==> src/rtl/if_fetch_pkg.sv <==
// Shared types and sizing for the TinyCPU instruction-fetch stage.
package if_fetch_pkg;

  localparam int unsigned REG_W      = 32;
  localparam int unsigned MAX_OUT    = 2;
  localparam int unsigned FIFO_DEPTH = 4;
  localparam int unsigned PEND_CNT_W = $clog2(MAX_OUT + 1);
  localparam int unsigned FIFO_CNT_W = $clog2(FIFO_DEPTH + 1);

  localparam logic [REG_W-1:0] RESET_PC = 32'h8000_0000;
  localparam logic [REG_W-1:0] INST_NOP = 32'h0000_0013;

  typedef enum logic [1:0] {
    ST_RESET = 2'd0,
    ST_RUN   = 2'd1,
    ST_DROP  = 2'd2
  } fetch_state_e;

  // One buffered fetch result handed to the IF/ID register
  typedef struct packed {
    logic [REG_W-1:0] pc;
    logic [REG_W-1:0] inst;
  } if_pair_t;

endpackage

==> src/rtl/if_fetch_if.sv <==
// Fetch-stage bus bundle: imem req/gnt/rvalid handshake plus the decode-side pair.
interface if_fetch_if;
  import if_fetch_pkg::*;

  logic             imem_req_o;
  logic [REG_W-1:0] imem_addr_o;
  logic             imem_gnt_i;
  logic             imem_rvalid_i;
  logic [REG_W-1:0] imem_rdata_i;
  logic             if_valid_o;
  logic [REG_W-1:0] if_pc_o;
  logic [REG_W-1:0] if_inst_o;
  logic             id_ready_i;

  modport master (
    output imem_req_o, imem_addr_o, if_valid_o, if_pc_o, if_inst_o,
    input  imem_gnt_i, imem_rvalid_i, imem_rdata_i, id_ready_i
  );

  modport slave (
    input  imem_req_o, imem_addr_o, if_valid_o, if_pc_o, if_inst_o,
    output imem_gnt_i, imem_rvalid_i, imem_rdata_i, id_ready_i
  );

endinterface

==> src/rtl/if_fetch_sync_fifo.sv <==
// Synchronous FIFO with flush and occupancy count; flush wins over push/pop.
module if_fetch_sync_fifo #(
  parameter  int unsigned WIDTH = 32,
  parameter  int unsigned DEPTH = 4,
  localparam int unsigned CNT_W = $clog2(DEPTH + 1),
  localparam int unsigned PTR_W = (DEPTH > 1) ? $clog2(DEPTH) : 1
) (
  input  logic             clk_i,
  input  logic             rst_ni,
  input  logic             push_i,
  input  logic [WIDTH-1:0] data_i,
  input  logic             pop_i,
  input  logic             flush_i,
  output logic [WIDTH-1:0] data_o,
  output logic [CNT_W-1:0] count_o
);

  logic [WIDTH-1:0] r_mem [DEPTH];
  logic [PTR_W-1:0] r_wr_ptr;
  logic [PTR_W-1:0] r_rd_ptr;
  logic [CNT_W-1:0] r_cnt;
  logic             w_do_pop;
  logic             w_do_push;

  function automatic logic [PTR_W-1:0] ptr_inc(input logic [PTR_W-1:0] p);
    return (p == PTR_W'(DEPTH - 1)) ? '0 : p + PTR_W'(1);
  endfunction

  assign w_do_pop  = pop_i && (r_cnt != '0);
  assign w_do_push = push_i && ((r_cnt != CNT_W'(DEPTH)) || w_do_pop);

  always_ff @(posedge clk_i or negedge rst_ni) begin
    if (!rst_ni) begin
      r_wr_ptr <= '0;
      r_rd_ptr <= '0;
      r_cnt    <= '0;
      for (int i = 0; i < int'(DEPTH); i++) r_mem[i] <= '0;
    end else if (flush_i) begin
      r_wr_ptr <= '0;
      r_rd_ptr <= '0;
      r_cnt    <= '0;
    end else begin
      if (w_do_push) begin
        r_mem[r_wr_ptr] <= data_i;
        r_wr_ptr        <= ptr_inc(r_wr_ptr);
      end
      if (w_do_pop) r_rd_ptr <= ptr_inc(r_rd_ptr);
      case ({w_do_push, w_do_pop})
        2'b10:   r_cnt <= r_cnt + CNT_W'(1);
        2'b01:   r_cnt <= r_cnt - CNT_W'(1);
        default: r_cnt <= r_cnt;
      endcase
    end
  end

  assign data_o  = r_mem[r_rd_ptr];
  assign count_o = r_cnt;

endmodule

==> src/rtl/if_fetch.sv <==
// TinyCPU instruction fetch: owns the PC, keeps up to MAX_OUT imem requests in flight,
// pairs responses with their PC and buffers pairs for decode; redirects squash stale work.
module if_fetch
  import if_fetch_pkg::*;
(
  input  logic             clk_i,
  input  logic             rst_ni,
  input  logic             redirect_i,
  input  logic [REG_W-1:0] redirect_pc_i,
  if_fetch_if.master       bus
);

  fetch_state_e          r_state;
  fetch_state_e          w_state_nxt;
  logic [REG_W-1:0]      r_pc;
  logic [REG_W-1:0]      w_pc_nxt;
  logic [PEND_CNT_W-1:0] r_drop_cnt;
  logic [PEND_CNT_W-1:0] w_drop_nxt;
  logic [PEND_CNT_W-1:0] w_pend_cnt;
  logic [FIFO_CNT_W-1:0] w_out_cnt;
  logic [REG_W-1:0]      w_pend_pc;
  if_pair_t              w_push_pair;
  if_pair_t              w_head;
  logic                  w_issue;
  logic                  w_grant;
  logic                  w_resp;
  logic                  w_keep;
  logic                  w_out_pop;

  // Credit rule: every in-flight response already owns a slot in the output FIFO
  assign w_issue = (r_state != ST_RESET)
                && (w_pend_cnt < PEND_CNT_W'(MAX_OUT))
                && ((32'(w_pend_cnt) + 32'(w_out_cnt)) < FIFO_DEPTH)
                && !redirect_i;
  assign w_grant     = w_issue && bus.imem_gnt_i;
  assign w_resp      = bus.imem_rvalid_i && (w_pend_cnt != '0);
  assign w_keep      = w_resp && (r_drop_cnt == '0) && !redirect_i;
  assign w_out_pop   = bus.if_valid_o && bus.id_ready_i && !redirect_i;
  assign w_push_pair = '{pc: w_pend_pc, inst: bus.imem_rdata_i};

  if_fetch_sync_fifo #(.WIDTH(REG_W), .DEPTH(MAX_OUT)) u_pend_q (
    .clk_i   (clk_i),
    .rst_ni  (rst_ni),
    .push_i  (w_grant),
    .data_i  (r_pc),
    .pop_i   (w_resp),
    .flush_i (1'b0),
    .data_o  (w_pend_pc),
    .count_o (w_pend_cnt)
  );

  if_fetch_sync_fifo #(.WIDTH($bits(if_pair_t)), .DEPTH(FIFO_DEPTH)) u_out_q (
    .clk_i   (clk_i),
    .rst_ni  (rst_ni),
    .push_i  (w_keep),
    .data_i  (w_push_pair),
    .pop_i   (w_out_pop),
    .flush_i (redirect_i),
    .data_o  (w_head),
    .count_o (w_out_cnt)
  );

  always_ff @(posedge clk_i or negedge rst_ni) begin
    if (!rst_ni) begin
      r_state    <= ST_RESET;
      r_pc       <= RESET_PC;
      r_drop_cnt <= '0;
    end else begin
      r_state    <= w_state_nxt;
      r_pc       <= w_pc_nxt;
      r_drop_cnt <= w_drop_nxt;
    end
  end

  // Redirect squashes everything still in flight, including a response arriving now
  always_comb begin
    w_state_nxt = r_state;
    w_pc_nxt    = r_pc;
    w_drop_nxt  = r_drop_cnt;
    if (redirect_i) begin
      w_pc_nxt   = {redirect_pc_i[REG_W-1:2], 2'b00};
      w_drop_nxt = w_pend_cnt - PEND_CNT_W'(w_resp);
    end else begin
      if (w_grant) w_pc_nxt = r_pc + REG_W'(4);
      if (w_resp && (r_drop_cnt != '0)) w_drop_nxt = r_drop_cnt - PEND_CNT_W'(1);
    end
    case (r_state)
      ST_RESET: w_state_nxt = ST_RUN;
      ST_RUN,
      ST_DROP:  w_state_nxt = (w_drop_nxt != '0) ? ST_DROP : ST_RUN;
      default:  w_state_nxt = ST_RESET;
    endcase
  end

  assign bus.imem_req_o  = w_issue;
  assign bus.imem_addr_o = r_pc;
  assign bus.if_valid_o  = (w_out_cnt != '0);
  assign bus.if_pc_o     = w_head.pc;
  assign bus.if_inst_o   = w_head.inst;

  a_rvalid_has_pending: assert property (@(posedge clk_i) disable iff (!rst_ni)
    bus.imem_rvalid_i |-> (w_pend_cnt != '0));

endmodule

==> src/flat_wrapper.sv <==
// flat-port wrapper written by rule: the top's interface ports become plain ports
module if_fetch_flat import if_fetch_pkg::*;
  (clk_i, rst_ni, redirect_i, redirect_pc_i, bus_imem_req_o, bus_imem_addr_o, bus_if_valid_o, bus_if_pc_o, bus_if_inst_o, bus_imem_gnt_i, bus_imem_rvalid_i, bus_imem_rdata_i, bus_id_ready_i);
  if_fetch_if bus_i ();
  input  logic clk_i;
  input  logic rst_ni;
  input  logic redirect_i;
  input  logic [REG_W-1:0] redirect_pc_i;
  output wire logic [$bits(bus_i.imem_req_o)-1:0] bus_imem_req_o;
  output wire logic [$bits(bus_i.imem_addr_o)-1:0] bus_imem_addr_o;
  output wire logic [$bits(bus_i.if_valid_o)-1:0] bus_if_valid_o;
  output wire logic [$bits(bus_i.if_pc_o)-1:0] bus_if_pc_o;
  output wire logic [$bits(bus_i.if_inst_o)-1:0] bus_if_inst_o;
  input wire logic [$bits(bus_i.imem_gnt_i)-1:0] bus_imem_gnt_i;
  input wire logic [$bits(bus_i.imem_rvalid_i)-1:0] bus_imem_rvalid_i;
  input wire logic [$bits(bus_i.imem_rdata_i)-1:0] bus_imem_rdata_i;
  input wire logic [$bits(bus_i.id_ready_i)-1:0] bus_id_ready_i;
  assign bus_imem_req_o = bus_i.imem_req_o;
  assign bus_imem_addr_o = bus_i.imem_addr_o;
  assign bus_if_valid_o = bus_i.if_valid_o;
  assign bus_if_pc_o = bus_i.if_pc_o;
  assign bus_if_inst_o = bus_i.if_inst_o;
  assign bus_i.imem_gnt_i = bus_imem_gnt_i;
  assign bus_i.imem_rvalid_i = bus_imem_rvalid_i;
  assign bus_i.imem_rdata_i = bus_imem_rdata_i;
  assign bus_i.id_ready_i = bus_id_ready_i;
  if_fetch u_core (.clk_i(clk_i), .rst_ni(rst_ni), .redirect_i(redirect_i), .redirect_pc_i(redirect_pc_i), .bus(bus_i));
endmodule
==> config.mk <==
export PLATFORM = sky130hd
export DESIGN_NAME = if_fetch_flat
export DESIGN_NICKNAME = d
export VERILOG_FILES = /design/src/rtl/if_fetch_pkg.sv /design/src/rtl/if_fetch_if.sv /design/src/rtl/if_fetch_sync_fifo.sv /design/src/rtl/if_fetch.sv /design/src/flat_wrapper.sv
export SDC_FILE = /design/constraint.sdc
export NUM_CORES = 1
export LEC_CHECK = 0
export BUFFER_PORTS_ARGS = -buffer_cell sky130_fd_sc_hd__buf_2
export CAP_MARGIN = 25
export CORE_MARGIN = 5
export CORE_UTILIZATION = 54
export DETAILED_ROUTE_END_ITERATION = 6
export GPL_TIMING_DRIVEN = 0
export PLACE_DENSITY = 0.84
export RECOVER_POWER = 25
export SYNTH_ARGS = -nofsm -noshare
export SYNTH_HDL_FRONTEND = slang
export SYNTH_SLANG_ARGS = --single-unit
==> constraint.sdc <==
create_clock -name clk_i -period 2.5 [get_ports clk_i]
set_input_delay 0.5 -clock clk_i [delete_from_list [all_inputs] [get_ports clk_i]]
set_output_delay 0.5 -clock clk_i [all_outputs]
set_load 0.005 [all_outputs]
; Word level (Yosys, flattened, before mapping)
; Cells that the tools add are included.
[totals]
regBits = 367
[op_classes]
n_lt_le_gt_ge = 8
n_eq_ne = 10
n_mux = 29
bitwise_logic = 5
addsub = 12
n_reduce_logical = 33
[op_table]
columns = op, count
row1 = bitwise mux 256 bit, 1
row2 = two-way mux 32 bit, 6
row3 = two-way mux 64 bit, 3
row4 = binary-select mux 64 bit (select 2 bit), 1
row5 = demux 64 bit (select 2 bit), 1
row6 = bitwise mux 64 bit, 1
row7 = "adder 32 x 3 -> 32 bit, second input constant", 1
row8 = demux 32 bit (select 1 bit), 1
row9 = "less-than comparator 32 x 3 -> 1 bit, second input constant", 1
row10 = two-way mux 2 bit, 9
row11 = logical AND 1 bit, 16
row12 = nonzero test 2 bit, 8
row13 = "== test 2 bit, second input constant", 5
row14 = one-hot mux 2 bit (2 select lines), 2
row15 = "adder 2 x 1 -> 2 bit, second input constant", 3
row16 = "== test 2 x 1 -> 1 bit, second input constant", 3
row17 = "greater-or-equal comparator 3 bit, second input constant", 2
row18 = inverter 2 -> 3 bit, 2
row19 = one-hot mux 3 bit (2 select lines), 1
row20 = nonzero test 3 bit, 2
row21 = adder 2 x 3 -> 4 bit, 1
row22 = "greater-or-equal comparator 2 bit, second input constant", 2
row23 = zero test 2 bit, 2
row24 = inverter 1 -> 2 bit, 2
row25 = 17 further kinds, 21

; Depth between registers and ports, before layout
[depth]
depth_word = 9
depth_mapped = 10
mapped_depth_nobuf = 9

; Cells and area by module
; A second synthesis with hierarchy kept.
[unflattened]
hier_cells = 1110
area_unflattened_um2 = 16818.6
[by_module_without_submodules]
columns = mod, cells_per_inst, n_inst, seq_area_each_um2, area_each_um2
row1 = if_fetch_sync_fifo (u_core.u_out_q), 664, 1, 6581.3, 11563.6
row2 = if_fetch_sync_fifo (u_core.u_pend_q), 196, 1, 1701.6, 3089.2
row3 = if_fetch, 250, 1, 852.1, 2165.8

; Worst setup path after synthesis
; OpenSTA, ideal clock, no wires.
[synth_timing]
kind = input -> register
start = in redirect_i
end = reg u_core.u_out_q.r_cnt[2] (netlist: u_core.u_out_q.count_o[2])
t_arrival_ps = 2377
cell_stages = 8
required_time_ps = 2422
setup_ps = 78
slack_ps = 45
path_buffers = 2
path_cell_list = clkbuf_1 clkbuf_1 nor3_1 fa_1 or4_1 a21oi_1 a31oi_1 a21oi_1
[synth_between]
elab_chain_cells = 8
elab_cells_between_ends = 11
cone_classes = eq/ne (2) / mux (2) / reduce/logical (7)
[synth_rtl]
columns = item, line
row1 = from (decl), flat_wrapper.sv:7  ; input logic redirect_i;
row2 = zero test 1 bit, "if_fetch.sv:37, if_fetch.sv:38"
row3 = logical AND 1 bit, if_fetch.sv:38  ; assign w_out_pop = bus.if_valid_o && bus.id_ready_i && !redirect_i;
row4 = logical AND 1 bit, if_fetch_sync_fifo.sv:29  ; assign w_do_pop = pop_i && (r_cnt != '0);
row5 = logical OR 1 bit, if_fetch_sync_fifo.sv:30  ; assign w_do_push = push_i && ((r_cnt != CNT_W'(DEPTH)) || w_do_pop);
row6 = logical AND 1 bit, if_fetch_sync_fifo.sv:30
row7 = == test 2 x 1 -> 1 bit or == test 2 bit (tied branches), if_fetch_sync_fifo.sv:48  ; case ({w_do_push, w_do_pop})
row8 = one-hot mux 3 bit (2 select lines), if_fetch_sync_fifo.sv:48
row9 = two-way mux 3 bit, if_fetch_sync_fifo.sv:38  ; end else if (flush_i) begin
row10 = to (signal assigned), if_fetch_sync_fifo.sv:49  ; 2'b10: r_cnt <= r_cnt + CNT_W'(1);
row11 = to (signal assigned), if_fetch_sync_fifo.sv:50  ; 2'b01: r_cnt <= r_cnt - CNT_W'(1);
row12 = to (signal assigned), if_fetch_sync_fifo.sv:51  ; default: r_cnt <= r_cnt;
row13 = to (decl), if_fetch_sync_fifo.sv:21  ; logic [CNT_W-1:0] r_cnt;
; Parallel ways exist; a longest one is shown, timed or not.
; A chain may end at the register's enable or synchronous reset.

; Worst setup path after layout
[layout_timing]
start = reg u_core.u_out_q.r_rd_ptr[0]
end = out bus_if_pc_o[22]
[layout_between]
elab_chain_cells = 4
[layout_rtl]
columns = item, line
row1 = from (decl), if_fetch_sync_fifo.sv:20  ; logic [PTR_W-1:0] r_rd_ptr;
row2 = from (signal assigned), if_fetch_sync_fifo.sv:47  ; if (w_do_pop) r_rd_ptr <= ptr_inc(r_rd_ptr);
row3 = inverter 2 -> 3 bit (not written as such), if_fetch_sync_fifo.sv:56  ; assign data_o = r_mem[r_rd_ptr];
row4 = binary-select mux 64 bit (select 2 bit), if_fetch_sync_fifo.sv:56
row5 = two-way mux 64 bit (not written as such) (2 in series), if_fetch_sync_fifo.sv:56
row6 = to (decl), flat_wrapper.sv:12  ; output wire logic [$bits(bus_i.if_pc_o)-1:0] bus_if_pc_o;
; Every way passes these cells. The select of a mux whose other input is x is not followed.

==> impl_metrics.ini <==
[global_route]
grt_pass1_vias = 10732
antenna_found_initial = 0
grt_max_degree = 133
grt_pass1_wl_mm = 60.8
grt_util_all_layers = 0.214
overflow = 0

[placed_design]
globalplace.congestion = 0.894
hpwlAfterDp_mm = 24.8
portBuffers = 161
preCtsSetupSlack_ns = -0.679
dpl.cell_count = 1630

[cts]
root_buffer = clkbuf_16
cts_tree = built
ctsHoldBuffers = 0
cts.sink_count = 353
cts.path.max_buffers = 3
numCtsBuffers = 37
htreeDepth = 2
clock_latency_ns = 0.53
cts.clk_slew.worst_paths_ns = 0.06

[synthesis]
synth-edff-count = 0
synth_cell_types = 53
yosysSeqAreaShare = 0.521
postSynthAreaPerCell_um2 = 15.9
syn_area_mm2 = 0.0169
synth_seq_cells = 353
synth_ff_type = dfrtp_1
netlist_instances = 1068
yosysWarningCount = 0
synthArstFlopShare = 1.00

[outcome]
outcome = finished with violations
violations = negative setup slack

[routing]
avgRoutedWirePerCell_um = 22.5
drcViolationCount = 0
first_iter_violations = 599
ant_nets = 0
vias = 10034
vias_per_cell = 5.90
drtPass1Iterations = 5
wl_mm = 38.3

[final_layout]
final_common_cell = dfrtp_1
fill_cells = 2131
layout.nets = 1367
area_growth_pct = 17.0
final_cell_count_no_fill = 1701
diodes = 0
final_cell_mix = dfrtp_1, mux2_4, buf_2
drive_above_1_share = 0.555

[timing]
worst_slew_pin_slew_ns = 0.868
max_freq_mhz = 397
hold_ws_ns = 0.0334
finalCritPeriodShare = 1.01
hold_viol = 0
finalCriticalPeriod_ns = 2.52
setup_slack_ns = -0.0213
finClkSkew_ns = 0.0254
max_slew_margin = 0.421
drv_slew = 0
rsz0062_at_grt = yes
finalSetupViolations = 4

[setup_path]
worstPathRequired_ns = 2.00
cp.arrival_ns = 2.02
worstSetupPathType = reg -> out
critPathMaxStageDelay_ns = 0.56
path_cells = clkbuf_16 > buf_12 > mux4_2 > buf_2
path_buf_inv = 3
worstPathMaxFanout = 10
crit_family = multiplexers
critPathLaunchType = flip-flop
crit_slowest_cell = mux4_2
end_kind = primary output

[flow_run]
cap_violations = 0

[die]
die-area_mm2 = 0.0350
start_util = 0.551
die_y_um = 187
core_area_mm2 = 0.0307
rows = 64
io_pins = 168
die-width_um = 187

[hold_path]
hold_path_class = in -> async

[power_and_ir_drop]
vdd_drop_max_uv = 670
p_leak_uw = 0.00928
power_density_mw_per_mm2 = 998
logic make-up (layout without fill, tap and decap cells):
kind of cell	Yosys count	after routing	share of synthesized area
other	1	4	0.000221
multiplexers	408	408	0.352
AO/OA/AOI/OAI	66	66	0.0273
XOR/XNOR	13	13	0.00672
buffers and inverters	78	312	0.0404
flip-flops	353	353	0.521
AND/OR/NAND/NOR	137	137	0.0428
adder cells (fa/ha/maj)	12	12	0.00930
synthesized netlist by cell type (6+ instances only):
master | count | area share
a21oi_1 | 8 | 0.0024
buf_12 | 21 | 0.025
buf_2 | 22 | 0.0065
clkbuf_1 | 16 | 0.0035
dfrtp_1 | 352 | 0.52
ha_1 | 11 | 0.0081
inv_1 | 10 | 0.0022
mux2_2 | 163 | 0.11
mux2_4 | 180 | 0.16
mux4_2 | 62 | 0.082
nand2_1 | 44 | 0.0097
nand3_1 | 17 | 0.0050
nand4_1 | 14 | 0.0052
nor2_1 | 23 | 0.0051
nor3_1 | 8 | 0.0024
o211ai_1 | 12 | 0.0053
o21ai_0 | 17 | 0.0050
o311ai_0 | 6 | 0.0031
xnor2_1 | 9 | 0.0047
final timing paths:
| kind | to | cells past startpoint | slack, ns | start |
|---|---|---|---|---|
| setup / recovery | bus_if_pc_o[22] | 4 | -0.02 | u_core.u_out_q.r_rd_ptr[0] |
| hold / removal | u_core.u_out_q.r_mem[201] | 1 | 0.03 | rst_ni |
| setup reg to reg | u_core.u_out_q.count_o[2] | 8 | 0.09 | u_core.u_out_q.count_o[0] |
| hold reg to reg | u_core.u_out_q.r_mem[22] | 1 | 0.50 | u_core.u_out_q.r_mem[22] |
| max in group asynchronous | u_core.u_pend_q.r_mem[49] | 3 | 0.85 | rst_ni |
| min in group clk_i | u_core.bus.imem_addr_o[30] | 3 | 0.18 | redirect_pc_i[30] |
routing by layer:
layer	routed length [um]	vias to the layer above	track usage
li1	-	4380	-
met2	18300	364	0.345
met3	2490	55	0.0431
met4	618	0	0.0438
met5	0	-	0
met1	16900	5235	0.306
through the flow:
step                      total power (uW)  area, um2  setup TNS (ns)  utilization
after global routing                 20800      19800           -1.81        0.645
final                                19800      19800         -0.0332        0.645
after global placement               13700      18300        -1958.74        0.594
after floorplan                      11900      17000               0            -
after detailed placement             14000      18300          -14.51        0.596
after CTS                            19700      19700         -0.0379        0.640
power breakdown:
| group | internal [uW] | switching [uW] | total (uW) |
|---|---|---|---|
| Combinational | 3720 | 2650 | 6370 |
| Sequential | 7050 | 931 | 7980 |
| Clock | 3240 | 2180 | 5420 |
area by class of cell:
cell class,count,area [um2],area share
sequential,353,8840,0.446
clock inverter,6,86.3,0.00436
timing repair buffer,176,1030,0.0521
tap,396,495,0.0250
inverter,12,45.0,0.00227
buffer,65,753,0.0380
clock buffer,53,1100,0.0554
multi-input combinational,640,7470,0.377
what timing repair did:
item | in CTS | in global routing
gates cloned | 0 | 2
gates resized for setup | 43 | 21
pin swaps | 1 | 5
setup buffers | 4 | 7
setup endpoints to repair | 76 | 70
flip-flops by register name, summed over array words and instances, names as in the netlist:
signal and cells:
u_core.bus.imem_addr_o 30, u_core.u_pend_q.r_wr_ptr 1, u_core.u_out_q.r_wr_ptr 2, u_core.u_out_q.r_mem 248
u_core.r_drop_cnt 2, u_core.u_pend_q.count_o 2, u_core.u_pend_q.r_rd_ptr 1, u_core.r_state 2
u_core.u_out_q.r_rd_ptr 2, u_core.u_pend_q.r_mem 60, u_core.u_out_q.count_o 3
(Power assumes the default switching activity.)
